<file path="config.mk">
export PLATFORM = sky130hd
export DESIGN_NAME = uart_rx
export DESIGN_NICKNAME = d
export VERILOG_FILES = /design/src/rtl/uart_rx.sv
export SDC_FILE = /design/constraint.sdc
export NUM_CORES = 1
export LEC_CHECK = 0
export CORE_MARGIN = 8
export CORE_UTILIZATION = 30
export CTS_BUF_LIST = sky130_fd_sc_hd__clkbuf_8 sky130_fd_sc_hd__clkbuf_16
export CTS_CLUSTER_DIAMETER = 50
export CTS_CLUSTER_SIZE = 40
export DETAILED_ROUTE_END_ITERATION = 10
export SYNTH_ARGS = -nofsm -noshare
export SYNTH_HDL_FRONTEND = slang
export SYNTH_SLANG_ARGS = --single-unit
</file>
<file path="constraint.sdc">
create_clock -name CLOCK -period 2.21 [get_ports CLOCK]
set_input_delay 0.442 -clock CLOCK [delete_from_list [all_inputs] [get_ports CLOCK]]
set_output_delay 0.442 -clock CLOCK [all_outputs]
set_load 0.02 [all_outputs]
</file>
<file path="src/rtl/uart_rx.sv">
// uart_rx: 8N1 UART receiver with a two-flop input synchronizer and a
// mid-bit sampling FSM. CLK sets the number of clock cycles per bit period.
// Optional even-parity support is compiled in with `define UART_RX_PARITY_EN.
// Without that macro there is no PARITY_BIT state and PARITY_ERR is tied to 0.
module uart_rx #(
  parameter int CLK = 87
) (
  input  logic       CLOCK,
  input  logic       RESET,
  input  logic       RX_SERIAL,
  output logic [7:0] RX_PARALLEL,
  output logic       RX_VALID,
  output logic       FRAME_ERR,
  output logic       PARITY_ERR,
  output logic       BUSY
);

  // Last count of a full bit period, and the count of the start-bit mid-point.
  localparam logic [15:0] CNT_LAST = 16'(CLK - 1);
  localparam logic [15:0] CNT_HALF = 16'((CLK - 1) / 2);

  typedef enum logic [2:0] {
    ST_IDLE   = 3'd0,
    ST_START  = 3'd1,
    ST_DATA   = 3'd2,
    ST_PARITY = 3'd3,
    ST_STOP   = 3'd4,
    ST_BREAK  = 3'd5
  } state_t;

  state_t      state_r;
  logic [15:0] cnt_r;
  logic [2:0]  idx_r;
  logic [7:0]  shift_r;
  logic [7:0]  data_r;
  logic        valid_r;
  logic        ferr_r;
  logic        busy_r;
  logic        sync1_r;
  logic        sync2_r;
  logic        rx_sync_s;

`ifdef UART_RX_PARITY_EN
  logic        par_bit_r;
  logic        perr_r;

  // Even parity holds when the data bits and the parity bit XOR to zero.
  function automatic logic even_parity_ok(input logic [7:0] data, input logic par);
    return ~(^{data, par});
  endfunction
`endif

  assign rx_sync_s   = sync2_r;
  assign RX_PARALLEL = data_r;
  assign RX_VALID    = valid_r;
  assign FRAME_ERR   = ferr_r;
  assign BUSY        = busy_r;
`ifdef UART_RX_PARITY_EN
  assign PARITY_ERR  = perr_r;
`else
  assign PARITY_ERR  = 1'b0;
`endif

  // Two-flop synchronizer; both flops reset to the idle (high) line level.
  always_ff @(posedge CLOCK) begin
    if (RESET) begin
      sync1_r <= 1'b1;
      sync2_r <= 1'b1;
    end else begin
      sync1_r <= RX_SERIAL;
      sync2_r <= sync1_r;
    end
  end

  // Receive FSM: start detection, mid-bit data sampling, stop check, break wait.
  always_ff @(posedge CLOCK) begin
    if (RESET) begin
      state_r   <= ST_IDLE;
      cnt_r     <= 16'd0;
      idx_r     <= 3'd0;
      shift_r   <= 8'h00;
      data_r    <= 8'h00;
      valid_r   <= 1'b0;
      ferr_r    <= 1'b0;
      busy_r    <= 1'b0;
`ifdef UART_RX_PARITY_EN
      par_bit_r <= 1'b0;
      perr_r    <= 1'b0;
`endif
    end else begin
      // Strobes are single-cycle unless re-asserted below.
      valid_r <= 1'b0;
      ferr_r  <= 1'b0;
`ifdef UART_RX_PARITY_EN
      perr_r  <= 1'b0;
`endif
      case (state_r)
        ST_IDLE: begin
          cnt_r <= 16'd0;
          idx_r <= 3'd0;
          if (rx_sync_s == 1'b0) begin
            state_r <= ST_START;
            busy_r  <= 1'b1;
          end else begin
            busy_r  <= 1'b0;
          end
        end

        ST_START: begin
          if (cnt_r == CNT_HALF) begin
            cnt_r <= 16'd0;
            // Still low at mid-bit: a real start bit and the sampling reference.
            if (rx_sync_s == 1'b0) begin
              state_r <= ST_DATA;
            end else begin
              state_r <= ST_IDLE;
              busy_r  <= 1'b0;
            end
          end else begin
            cnt_r <= cnt_r + 16'd1;
          end
        end

        ST_DATA: begin
          if (cnt_r == CNT_LAST) begin
            cnt_r          <= 16'd0;
            shift_r[idx_r] <= rx_sync_s;
            if (idx_r == 3'd7) begin
              idx_r <= 3'd0;
`ifdef UART_RX_PARITY_EN
              state_r <= ST_PARITY;
`else
              state_r <= ST_STOP;
`endif
            end else begin
              idx_r <= idx_r + 3'd1;
            end
          end else begin
            cnt_r <= cnt_r + 16'd1;
          end
        end

`ifdef UART_RX_PARITY_EN
        ST_PARITY: begin
          if (cnt_r == CNT_LAST) begin
            cnt_r     <= 16'd0;
            par_bit_r <= rx_sync_s;
            state_r   <= ST_STOP;
          end else begin
            cnt_r <= cnt_r + 16'd1;
          end
        end
`endif

        ST_STOP: begin
          if (cnt_r == CNT_LAST) begin
            cnt_r <= 16'd0;
            if (rx_sync_s == 1'b1) begin
              // Good frame: publish the byte and go straight back to IDLE so a
              // start edge right after the stop bit is still caught.
              data_r  <= shift_r;
              state_r <= ST_IDLE;
              busy_r  <= 1'b0;
`ifdef UART_RX_PARITY_EN
              if (even_parity_ok(shift_r, par_bit_r)) begin
                valid_r <= 1'b1;
              end else begin
                perr_r  <= 1'b1;
              end
`else
              valid_r <= 1'b1;
`endif
            end else begin
              // Framing error wins over parity; the held byte is left alone.
              ferr_r  <= 1'b1;
              state_r <= ST_BREAK;
            end
          end else begin
            cnt_r <= cnt_r + 16'd1;
          end
        end

        ST_BREAK: begin
          // Hold off until the line returns high so a break is not a start bit.
          if (rx_sync_s == 1'b1) begin
            state_r <= ST_IDLE;
            busy_r  <= 1'b0;
          end else begin
            busy_r  <= 1'b1;
          end
        end

        default: begin
          state_r <= ST_IDLE;
          cnt_r   <= 16'd0;
          idx_r   <= 3'd0;
          busy_r  <= 1'b0;
        end
      endcase
    end
  end

endmodule

</file>
==> flow_metrics.env, run 1 <==
export IMPL_fmax_mhz=480.7
export IMPL_coreArea_um2=7727
export IMPL_yosysUniqueCellTypes=56
export IMPL_rr_worst_depth=8
export IMPL_cts_made_buffers=5
export IMPL_clk_pin_slew_ns=0.09
export IMPL_antennaDiodeCount=0
export IMPL_postSynthCellCount=274
export IMPL_drtIter0Drc=110
export IMPL_worstHoldStart="sync1_r"
export IMPL_drc=0
export IMPL_critPathRequiredTime_ns=2.40
export IMPL_cp_start_kind="flop"
export IMPL_synth_main_ff_cell="dfxtp_1"
export IMPL_initial_core_util_pct=30.80
export IMPL_finalCritPeriodShare_pct=94.14
export IMPL_fillCellCount=809
export IMPL_dieArea_um2=11040
export IMPL_ys_top_cells_by_count="dfxtp_1 (43), nor2_1 (33), nand3_1 (22)"
export IMPL_ios=15
export IMPL_post_cts_setup_buffers=0
export IMPL_yosys_warnings=0
export IMPL_cp_top_family="simple AND/OR/NAND/NOR gates"
export IMPL_synthTopCellsByArea="dfxtp_1 (36%), mux2i_1 (6.7%), nor2_1 (5.2%), nand3_1 (4.6%), nand4_1 (2.9%)"
export IMPL_avgViaCountPerCell=5.373
export IMPL_clk_latency_ns=0.30
export IMPL_slowest_delay_ns=0.37
export IMPL_grt_pass1_wl_mm=9.591
export IMPL_syn_mean_instance_area_um2=8.685
export IMPL_fin_crit_ns=2.080
export IMPL_final_setup_skew_ns=0.01105
export IMPL_final_hold_viol_count=0
export IMPL_fin_tns_setup_ns=0
export IMPL_synth_top_area_share_pct=36.17
export IMPL_worstHoldEndpoint="rx_sync_s"
export IMPL_ant_nets=0
export IMPL_drive_gt1_share_pct=16.44
export IMPL_rsz0062_at_grt="no"
export IMPL_totalWireLength_mm=5.799
export IMPL_dr_pass1_iters=4
export IMPL_yosysMostFrequentCell="dfxtp_1"
export IMPL_hold_buffers=0
export IMPL_row_count=32
export IMPL_cp_end_kind="flop"
export IMPL_worstReg2RegStart="cnt_r[0]"
export IMPL_grt_use_total_pct=10.31
export IMPL_syn_nets=281
export IMPL_min_path_cells=1
export IMPL_p_per_area_nw_per_um2=528.6
export IMPL_area_growth_pct=18.45
export IMPL_placed_area_um2=2686
export IMPL_setup_viol=0
export IMPL_vias=2149
export IMPL_die_h_um=105.1
export IMPL_hpwl_mm=4.128
export IMPL_syn_cell_area_um2=2380
export IMPL_async_reset_ff_share_pct=0
export IMPL_grt_max_degree=32
export IMPL_synth_edf_count=0
export IMPL_clock_sinks=43
export IMPL_crit_type="reg2reg"
export IMPL_slew_viol_final=0
export IMPL_tritoncts="done"
export IMPL_rrSetupSlack_ns=0.13
export IMPL_power_leakage_nw=1.042
export IMPL_gp_congestion=0.8433
export IMPL_max_cap_violations=0
export IMPL_portBuffers=13
export IMPL_power_mw=1.490
export IMPL_postCtsResizedCells=0
export IMPL_stdcell_area_um2=2819
export IMPL_cp_arrival_ns=2.27
export IMPL_fin_nets=304
export IMPL_path_max_fanout=15
export IMPL_wl_per_cell_um=14.50
export IMPL_max_slew_margin_pct=51.82
export IMPL_synth_seq_cells=43
export IMPL_path_buf_inv=2
export IMPL_crit_start="cnt_r[0]"
export IMPL_cts_path_max_buffers=2
export IMPL_cp_cell_sequence="inv_1 > ha_1 > nor4bb_2 > and4_1 > buf_6 > mux2_2 > a21oi_1 > nor2_1"
export IMPL_h_tree_depth=2
export IMPL_antenna_found_initial=0
export IMPL_worst_pin_slew_ns=0.7200
export IMPL_die_x_um=105.1
export IMPL_clock_tree_root_cell="clkbuf_8"
export IMPL_hold_class="reg2reg"
export IMPL_utilization_pct=36.48
export IMPL_overflow=0
export IMPL_max_vdd_ir_drop_v=0.0003369
export IMPL_seq_area_frac_synth_pct=36.17
export IMPL_cpMaxStageDelayCell="dfxtp_1"
export IMPL_yosysTopAreaCell="dfxtp_1"
export IMPL_status="complete, no violations"
export IMPL_r2r_end="idx_r[1]"
export IMPL_grt_pass1_vias=1993
-- cell families (layout without fill, tap and decap cells) --
| group | count (synthesis) | after routing | share of synthesized area, % |
|---|---|---|---|
| and+or+nand+nor | 127 | 127 | 29.44 |
| AOI/OAI and AO/OA | 50 | 50 | 16.83 |
| DFF | 43 | 43 | 36.17 |
| buffers and inverters | 27 | 51 | 6.151 |
| muxes | 18 | 18 | 7.676 |
| adders and majority gates | 4 | 4 | 2.103 |
| xor gates and xnor gates | 4 | 4 | 1.472 |
| other | 1 | 1 | 0.1576 |
-- registers in the layout, indices dropped and copies added (netlist names) --
signal,count
state_r,3
shift_r,8
idx_r,3
FRAME_ERR,1
sync1_r,1
RX_PARALLEL,8
RX_VALID,1
rx_sync_s,1
cnt_r,16
BUSY,1
-- power breakdown --
part	switching [mW]	internal, mW
Clock	0.292	0.341
Combinational	0.0438	0.0266
Sequential	0.00760	0.780
Total	0.343	1.15
-- layout by cell type, fill, tap and decap left out, types with 2 or more instances in the layout --
master	n
a21oi_1	6
and3_1	4
and4_1	3
buf_4	21
clkbuf_8	5
clkdlybuf4s50_1	13
dfxtp_1	43
ha_1	4
inv_1	8
mux2_2	2
mux2i_1	16
nand2_1	17
nand3_1	22
nand4_1	11
nor2_1	33
nor2b_1	4
nor3_1	10
nor3b_1	3
nor4_1	2
o2111ai_1	4
o211ai_1	6
o21ai_0	10
o311ai_2	3
o31ai_1	5
or2_2	5
or3_1	4
xnor2_1	2
xor2_1	2
-- stage by stage --
step | setup WS [ns] | cells | hold WS, ns
2_1_floorplan | 0.3234 | 274 | 0.3895
4_1_cts | 0.05408 | 400 | 0.4190
5_1_grt | 0.02272 | 400 | 0.4479
3_3_place_gp | 0.1101 | 392 | 0.3906
6_report | 0.1296 | 400 | 0.4173
3_5_place_dp | 0.08719 | 392 | 0.3962
-- area by class of cell --
type	count	area [µm²]	area share (%)
flip-flops and latches	43	860.8	30.54
inverters	8	30.03	1.065
well taps	102	127.6	4.527
repair buffers	35	299.0	10.61
clock inverters	3	46.29	1.642
multi-input cells	204	1386	49.18
clock buffers	5	68.82	2.441
-- worst max path at each step --
stage,end,slack [ns],depth (start not counted)
after floorplan,cnt_r[6],0.32,9
after global placement,cnt_r[12],0.11,7
after detailed placement,cnt_r[9],0.09,7
after CTS,cnt_r[9],0.05,7
after global routing,RX_PARALLEL[6],0.02,8
final,idx_r[1],0.13,8
-- worst register-to-register path: stages (launching register included) --
cell	delay, ns
dfxtp_1	0.37
inv_1	0.07
ha_1	0.18
nor4bb_2	0.32
and4_1	0.29
buf_6	0.19
mux2_2	0.35
a21oi_1	0.15
nor2_1	0.05
-- per-layer routing --
layer / share of wire [%] / routed length (µm) / up-vias / global-route usage, %
li1: - / - / 1055 / -
met1: 49 / 2840 / 1034 / 13.71
met2: 45 / 2599 / 46 / 15.66
met3: 3.5 / 203 / 14 / 2.457
met4: 2.7 / 156 / 0 / 4.077
met5: 0 / 0 / - / 0
Power figures use the tool's default switching activity.
==> run 2, diff against run 1 <==
CORE_MARGIN = 2   (was 8)
PLACE_DENSITY_LB_ADDON = 0.12   (was unset)
==> run 2 against run 1 <==
Net effect:
- maximum frequency increased by 3.1%
- combinational power up 2%
- core utilization grew 0.52 points
- wire length increased by 3.6%
==> flow_metrics.env, run 2 (synthesized netlist as in run 1, its figures left out) <==
export IMPL_grt_max_degree=16
export IMPL_grt_pass1_vias=1998
export IMPL_crit_type="reg2reg"
export IMPL_ios=15
export IMPL_portBuffers=13
export IMPL_clk_pin_slew_ns=0.09
export IMPL_endpoint="cnt_r[2]"
export IMPL_fillCellCount=824
export IMPL_row_count=32
export IMPL_h_tree_depth=2
export IMPL_overflow=0
export IMPL_ant_nets=0
export IMPL_post_cts_setup_buffers=0
export IMPL_setup_slack_ns=0.1916
export IMPL_max_cap_violations=0
export IMPL_crit_start="cnt_r[1]"
export IMPL_dieArea_um2=8661
export IMPL_gp_congestion=0.7544
export IMPL_setup_viol=0
export IMPL_worstReg2RegStart="cnt_r[1]"
export IMPL_min_path_cells=1
export IMPL_initial_core_util_pct=30.96
export IMPL_drtIter0Drc=90
export IMPL_die_x_um=93.07
export IMPL_fmax_mhz=495.4
export IMPL_rr_worst_depth=8
export IMPL_cts_path_max_buffers=2
export IMPL_largest_register_ffs=16
export IMPL_status="complete, no violations"
export IMPL_slew_viol_final=0
export IMPL_totalWireLength_mm=6.006
export IMPL_hpwl_mm=4.365
export IMPL_clock_tree_root_cell="clkbuf_8"
export IMPL_p_per_area_nw_per_um2=531.1
export IMPL_slowest_delay_ns=0.39
export IMPL_utilization_pct=37.00
export IMPL_path_max_fanout=5
export IMPL_coreArea_um2=7687
export IMPL_drc=0
export IMPL_hold_class="reg2reg"
export IMPL_pre_cts_ws_ns=0.1158
export IMPL_grt_use_total_pct=14.62
export IMPL_multi_input_area_um2=1388
export IMPL_critPathRequiredTime_ns=2.39
export IMPL_finalCritPeriodShare_pct=91.33
export IMPL_max_slew_margin_pct=49.06
export IMPL_final_setup_skew_ns=0.004128
export IMPL_cts_made_buffers=5
export IMPL_fin_nets=307
export IMPL_vias=2077
export IMPL_cp_end_kind="flop"
export IMPL_drive_gt1_share_pct=17.28
export IMPL_path_buf_inv=2
export IMPL_cp_cell_sequence="buf_4 > ha_1 > nand2b_1 > o21ai_1 > a31oi_4 > buf_4 > o2111ai_1 > o311ai_2"
export IMPL_tritoncts="done"
export IMPL_wl_per_cell_um=14.90
export IMPL_cp_top_family="compound AO/OA/AOI/OAI gates"
export IMPL_fin_crit_ns=2.018
export IMPL_dr_pass1_iters=4
export IMPL_antennaDiodeCount=0
export IMPL_final_hold_viol_count=0
export IMPL_worst_pin_slew_ns=0.7612
export IMPL_r2r_end="cnt_r[2]"
export IMPL_clk_latency_ns=0.30
export IMPL_cp_arrival_ns=2.20
export IMPL_cp_start_kind="flop"
export IMPL_grt_pass1_wl_mm=9.853
export IMPL_cpMaxStageDelayCell="dfxtp_1"
export IMPL_rrSetupSlack_ns=0.19
export IMPL_cp_num_cells=8
export IMPL_max_vdd_ir_drop_v=0.0003314
export IMPL_die_h_um=93.07
export IMPL_seq_area_um2=860.8
export IMPL_top_register="cnt_r"
export IMPL_use_met1_pct=18.44
export IMPL_crit_top_cell="buf_4"
export IMPL_layout_commonest_cell="dfxtp_1"
export IMPL_avgViaCountPerCell=5.154
export IMPL_clock_sinks=43
export IMPL_fin_tns_setup_ns=0
export IMPL_met2_usage_pct=24.88
export IMPL_antenna_found_initial=0
export IMPL_busiest_layer="met2"
export IMPL_power_leakage_nw=1.060
export IMPL_area_growth_pct=19.51
export IMPL_rsz0062_at_grt="no"
export IMPL_use_met3_pct=2.901
export IMPL_layout_common_cells="dfxtp_1 (43), nor2_1 (33), buf_4 (24), nand3_1 (22), nand2_1 (17)"
==> run 2: worst min-delay path by stage <==
stage / from / slack [ns] / end
after global routing: sync1_r / 0.46 / rx_sync_s
final: sync1_r / 0.42 / rx_sync_s
after detailed placement: sync1_r / 0.40 / rx_sync_s
after global placement: sync1_r / 0.39 / rx_sync_s
after floorplan: sync1_r / 0.39 / rx_sync_s
after CTS: sync1_r / 0.42 / rx_sync_s
==> run 2: repair_timing <==
action | CTS | global route
setup endpoints to repair | 0 | 14
resized for setup | 0 | 3
hold buffers | 0 | 0
hold endpoints to repair | 0 | 0
==> run 2: power by group <==
| group | internal [mW] | leakage (nW) | switching [mW] |
|---|---|---|---|
| Combinational | 0.0282 | 0.654 | 0.0439 |
| Clock | 0.343 | 0.0587 | 0.307 |
| Sequential | 0.780 | 0.347 | 0.00863 |
==> run 2: routing by layer <==
metal / up-vias / share of wire (%)
met5: - / 0
met4: 0 / 1.6
met3: 7 / 3.2
met2: 39 / 48
met1: 975 / 47
li1: 1056 / -
==> run 2: metrics by stage <==
step / cells / hold slack, ns / total power, mW / instance area (µm²)
6_report: 403 / 0.4182 / 1.510 / 2844
5_1_grt: 403 / 0.4555 / 1.566 / 2844
4_1_cts: 403 / 0.4223 / 1.533 / 2825
3_5_place_dp: 395 / 0.3985 / 0.8785 / 2709
3_3_place_gp: 395 / 0.3916 / 0.8791 / 2709
2_1_floorplan: 274 / 0.3895 / 0.8505 / 2380
==> run 2: area by class of cell <==
type                       count  share of cell area [%]
inverter                       8                   1.056
clock inverter                 3                   1.672
multi-input combinational    204                   48.79
sequential                    43                   30.27
tap                          102                   4.487
timing repair buffer          38                   11.31
clock buffer                   5                   2.420
